<file path="src/rtl/vga_timing_generator.sv">
// VGA raster timing source: h/v counters, phase FSMs, syncs, active-video.
// Optional colour-bar output on rgb when VGA_TEST_PATTERN_EN is defined.
module vga_timing_generator #(
   parameter int H_ACTIVE = 640,
   parameter int H_FP     = 16,
   parameter int H_SYNC   = 96,
   parameter int H_BP     = 48,
   parameter int V_ACTIVE = 480,
   parameter int V_FP     = 10,
   parameter int V_SYNC   = 2,
   parameter int V_BP     = 33
) (
   input  logic        clk,
   input  logic        rst,
   input  logic        pix_ce,
   output logic [9:0]  h_count,
   output logic [9:0]  v_count,
   output logic        new_line,
   output logic        new_frame,
   output logic        hsync,
   output logic        vsync,
   output logic        video_on
`ifdef VGA_TEST_PATTERN_EN
   ,
   output logic [23:0] rgb
`endif
);

   localparam int H_TOTAL = H_ACTIVE + H_FP + H_SYNC + H_BP;
   localparam int V_TOTAL = V_ACTIVE + V_FP + V_SYNC + V_BP;

   if (H_TOTAL > 1024 || V_TOTAL > 1024) begin : g_bad_total
      $error("vga_timing_generator: H_TOTAL/V_TOTAL exceed 10-bit counters");
   end

   localparam logic [9:0] H_LAST = 10'(H_TOTAL - 1);
   localparam logic [9:0] H_FS   = 10'(H_ACTIVE);
   localparam logic [9:0] H_SS   = 10'(H_ACTIVE + H_FP);
   localparam logic [9:0] H_BS   = 10'(H_ACTIVE + H_FP + H_SYNC);
   localparam logic [9:0] V_LAST = 10'(V_TOTAL - 1);
   localparam logic [9:0] V_FS   = 10'(V_ACTIVE);
   localparam logic [9:0] V_SS   = 10'(V_ACTIVE + V_FP);
   localparam logic [9:0] V_BS   = 10'(V_ACTIVE + V_FP + V_SYNC);

   typedef enum logic [1:0] {
      ST_ACTIVE,
      ST_FRONT,
      ST_SYNC,
      ST_BACK
   } phase_t;

   logic [9:0] r_h_cnt, r_v_cnt;
   phase_t     r_h_st, r_v_st;
   logic       r_hsync, r_vsync, r_video;

   logic [9:0] w_h_nxt, w_v_nxt;
   logic       w_h_last, w_v_last;
   phase_t     w_h_st_nxt, w_v_st_nxt, w_v_st_eff;
   logic       w_video_nxt;

   // >= rather than == so a forced out-of-range count still wraps
   assign w_h_last = (r_h_cnt >= H_LAST);
   assign w_v_last = (r_v_cnt >= V_LAST);
   assign w_h_nxt  = w_h_last ? 10'd0 : r_h_cnt + 10'd1;
   assign w_v_nxt  = w_v_last ? 10'd0 : r_v_cnt + 10'd1;

   always_comb begin
      w_h_st_nxt = r_h_st;
      unique case (1'b1)
         (w_h_nxt == 10'd0): w_h_st_nxt = ST_ACTIVE;
         (w_h_nxt == H_FS):  w_h_st_nxt = ST_FRONT;
         (w_h_nxt == H_SS):  w_h_st_nxt = ST_SYNC;
         (w_h_nxt == H_BS):  w_h_st_nxt = ST_BACK;
         default: ;
      endcase
   end

   always_comb begin
      w_v_st_nxt = r_v_st;
      unique case (1'b1)
         (w_v_nxt == 10'd0): w_v_st_nxt = ST_ACTIVE;
         (w_v_nxt == V_FS):  w_v_st_nxt = ST_FRONT;
         (w_v_nxt == V_SS):  w_v_st_nxt = ST_SYNC;
         (w_v_nxt == V_BS):  w_v_st_nxt = ST_BACK;
         default: ;
      endcase
   end

   assign w_v_st_eff  = w_h_last ? w_v_st_nxt : r_v_st;
   assign w_video_nxt = (w_h_st_nxt == ST_ACTIVE) && (w_v_st_eff == ST_ACTIVE);

   always_ff @(posedge clk or negedge rst) begin
      if (!rst) begin
         r_h_cnt <= 10'd0;
         r_v_cnt <= 10'd0;
         r_h_st  <= ST_ACTIVE;
         r_v_st  <= ST_ACTIVE;
         r_hsync <= 1'b1;
         r_vsync <= 1'b1;
         r_video <= 1'b1;
      end else if (pix_ce) begin
         r_h_cnt <= w_h_nxt;
         r_h_st  <= w_h_st_nxt;
         r_hsync <= (w_h_st_nxt != ST_SYNC);
         r_video <= w_video_nxt;
         if (w_h_last) begin
            r_v_cnt <= w_v_nxt;
            r_v_st  <= w_v_st_nxt;
            r_vsync <= (w_v_st_nxt != ST_SYNC);
         end
      end
   end

   assign h_count   = r_h_cnt;
   assign v_count   = r_v_cnt;
   assign hsync     = r_hsync;
   assign vsync     = r_vsync;
   assign video_on  = r_video;
   assign new_line  = pix_ce & w_h_last;
   assign new_frame = new_line & w_v_last;

`ifdef VGA_TEST_PATTERN_EN
   localparam logic [9:0] BAR_W = 10'(H_ACTIVE / 8);

   logic [2:0]  w_bar;
   logic [23:0] w_color;
   logic [23:0] r_rgb;

   assign w_bar = 3'(w_h_nxt / BAR_W);

   always_comb begin
      w_color = 24'h000000;
      unique case (w_bar)
         3'd0: w_color = 24'hFFFFFF;
         3'd1: w_color = 24'hFFFF00;
         3'd2: w_color = 24'h00FFFF;
         3'd3: w_color = 24'h00FF00;
         3'd4: w_color = 24'hFF00FF;
         3'd5: w_color = 24'hFF0000;
         3'd6: w_color = 24'h0000FF;
         3'd7: w_color = 24'h000000;
      endcase
   end

   always_ff @(posedge clk or negedge rst) begin
      if (!rst) begin
         r_rgb <= 24'h000000;
      end else if (pix_ce) begin
         r_rgb <= w_video_nxt ? w_color : 24'h000000;
      end
   end

   assign rgb = r_rgb;
`endif

endmodule
</file>
<file path="config.mk">
export PLATFORM = sky130hd
export DESIGN_NAME = vga_timing_generator
export DESIGN_NICKNAME = d
export VERILOG_FILES = /design/src/rtl/vga_timing_generator.sv
export SDC_FILE = /design/constraint.sdc
export NUM_CORES = 1
export LEC_CHECK = 0
export ABC_AREA = 1
export CAP_MARGIN = 20
export CELL_PAD_IN_SITES_DETAIL_PLACEMENT = 0
export CELL_PAD_IN_SITES_GLOBAL_PLACEMENT = 2
export CORE_MARGIN = 4
export CORE_UTILIZATION = 29
export CTS_CLUSTER_SIZE = 20
export DETAILED_ROUTE_END_ITERATION = 16
export PLACE_DENSITY_LB_ADDON = 0.1
export SLEW_MARGIN = 20
export SYNTH_ARGS = -nofsm -noshare
export SYNTH_HDL_FRONTEND = slang
export SYNTH_SLANG_ARGS = --single-unit
</file>
<file path="constraint.sdc">
create_clock -name clk -period 2.25 [get_ports clk]
set_input_delay 0.3375 -clock clk [delete_from_list [all_inputs] [get_ports clk]]
set_output_delay 0.3375 -clock clk [all_outputs]
set_load 0.005 [all_outputs]
</file>
==> impl_results.md <==
- Fin nets: 352
- Die area: 0.00810 mm2
- Ys async rst share: 1.00
- Crit end category: output pin
- Routed wire length: 5420 um
- PD cells: 1160 mW/mm2
- ANT cells: 0
- YS warnings: 0
- CP max stage delay: 0.37 ns
- CP Data Required Time: 1.91 ns
- Final period utilization: 0.938
- Worst-margin pin slew: 0.385 ns
- Largest net degree at the start of global routing: 28
- CP Class: flop to output pin
- GRT Util Overall: 0.137
- Unique cell type count in the Yosys netlist: 26
- Non-Filler Instances: 422
- Minimum clock period: 2.11 ns
- Clock sink count: 27
- Minimum hold slack: 0.424 ns
- Run status: finished clean
- Vias/cell: 4.60
- Fmax: 474 MHz
- Number of port buffers: 27
- Final setup fails: 0
- Yosys top cell area share: 0.308
- Yosys top cell by area: dfrtp_1
- Die W: 90.0 um
- Crit-path slowest cell: dfrtp_1
- Synthesized area: 0.00195 mm2
- CORE AREA: 0.00642 mm2
- Worst hold path class: input port to async pin
- Seq cells post-synth: 27
- Drc violations: 0
- Synth area leaders: dfrtp_1 31%, nand2_1 19%, nand3_1 8.7%
- Gr ovfl total: 0
- CTS tree: yes
- First-pass GRT wire length: 9230 um
- Reg clk slew, reported paths: 0.12 ns
- Cells after Synth: 299
- Drt initial violations: 63
- DP Cell Count: 412
- Final setup TNS: 0 ns
- Max-cap violations: 0
- # hold bufs at CTS: 0
- Pleak: 1.27 nW
- Layout cell share with drive strength beyond 1: 0.177
- Main synth FF type: dfrtp_1
- Layout area overhead: 30.4%
- First-pass iteration count of the detailed router: 4
- Slew margin rel.: 0.743
- Clock skew: 0.0132 ns
- Most frequent cells after synthesis: 100 x nand2_1, 34 x nand3_1, 33 x inv_1, 33 x nor2_1, 24 x dfrtp_1
- Die height: 90.0 um
- CP Max Fanout: 3
- DP Area: 0.00240 mm2
- Sequential fraction of the synthesis area: 0.349
- Design area: 0.00254 mm2
- CTS Buf Count: 3
- Post-synth EDFFs: 0
- Routed Antenna Nets: 0
- Peak VDD IR: 0.439 mV
- DP HPWL: 4110 um
- Mapped Avg Cell Area: 6.52 um2
- Fillers: 716
- Starting Density: 0.304
- DR WL/cell: 12.8 um
- Io pins: 28
- Register-to-Register Path Depth: 14
- CTS root buffer: clkbuf_8
- Syn Nets: 305
- Via count: 1,941
- Endpoints failing hold: 0
- Std cell rows: 29
- Gpl congestion: 0.758
- Max Root-Sink Buffers: 2
- Setup ws final: 0.140 ns
- Vias in the first global route: 1,925
- Initial antenna violation count: 0
- Count leader, synth: nand2_1
- H-tree depth: 1
- Worst setup SP type: flop
- Crit-path cells: ha_2, nand4_1, nand2_1, nand2_2, nor2_4, buf_4, inv_1, nor2_2, dlygate4sd2_1
- Clk_lat worst skew: 0.29 ns
- Worst path arrival time: 1.77 ns
- Max-slew violation count: 0
- Pre-CTS setup slack: 0.0910 ns
==> report_power, final <==
group | leakage, nW | internal [mW] | switching [mW]
clock | 0.0217 | 0.126 | 0.185
sequential | 0.331 | 0.682 | 0.216
combinational | 0.916 | 0.803 | 0.929
==> kinds of logic after synthesis <==
group / synth area share
and+or+nand+nor: 0.434
buffers and inverters: 0.0866
AOI/OAI and AO/OA: 0.107
DFF: 0.349
adders and majority gates: 0.0193
xor gates and xnor gates: 0.00449
==> layout make-up <==
class	count	area, um2	area share
timing repair buffer	48	445	0.175
sequential	27	682	0.268
multi-input combinational	229	1130	0.445
clock inverter	1	7.51	0.00295
inverter	37	139	0.0546
clock buffer	3	41.3	0.0162
tap	77	96.3	0.0379
==> flip-flops by register name, summed over array words and instances, names as in the netlist <==
register and flops:
v_count 10, hsync 1, video_on 1, r_v_st 2, h_count 10, r_h_st 2, vsync 1
==> worst paths after layout <==
kind                            startpoint  slack (ns)          to
worst max register to register  h_count[1]        0.27    video_on
worst max-delay path            h_count[1]        0.14   new_frame
max in group asynchronous              rst        1.49       hsync
worst min register to register    video_on        0.48    video_on
worst min-delay path                   rst        0.42  v_count[3]
min in group clk                  video_on        0.48    video_on
==> routing by layer <==
layer / wire (um) / vias to the layer above / GRT usage
met3: 126 / 4 / 0.0217
li1: - / 1035 / -
met5: 0 / - / 0
met4: 48 / 0 / 0.0217
met2: 2740 / 24 / 0.254
met1: 2510 / 878 / 0.169
==> per-stage QoR <==
step | utilization | power, mW
finish | 0.396 | 2.94
global route | 0.396 | 3.24
CTS | 0.384 | 2.93
detailed placement | 0.373 | 2.59
global placement | 0.373 | 2.59
floorplan | - | 1.90
==> critical path, delay by kind of cell (launching register included) <==
family                     cells  cell delay (ns)
and+or+nand+nor                5             0.53
buffers and inverters          3             0.40
DFF                            1             0.37
adders and majority gates      1             0.19
==> cells in the final DEF (no fill, tap or decap), types with 4 or more instances in the layout <==
cell and count:
nand4_1 4, nand3_1 31, inv_1 33, dfrtp_1 22, buf_4 19, nor2_2 12, nand2_2 5, clkdlybuf4s50_1 25
nor2_1 30, o21bai_1 4, nand2_1 100, o21ai_0 23
==> repair_timing <==
action                     in CTS  in global routing
buffers inserted                2                  4
setup endpoints to repair       2                  2
pin swaps                       0                  3
resized for setup               3                 10
Note: power is estimated with default switching activity, not from simulation.
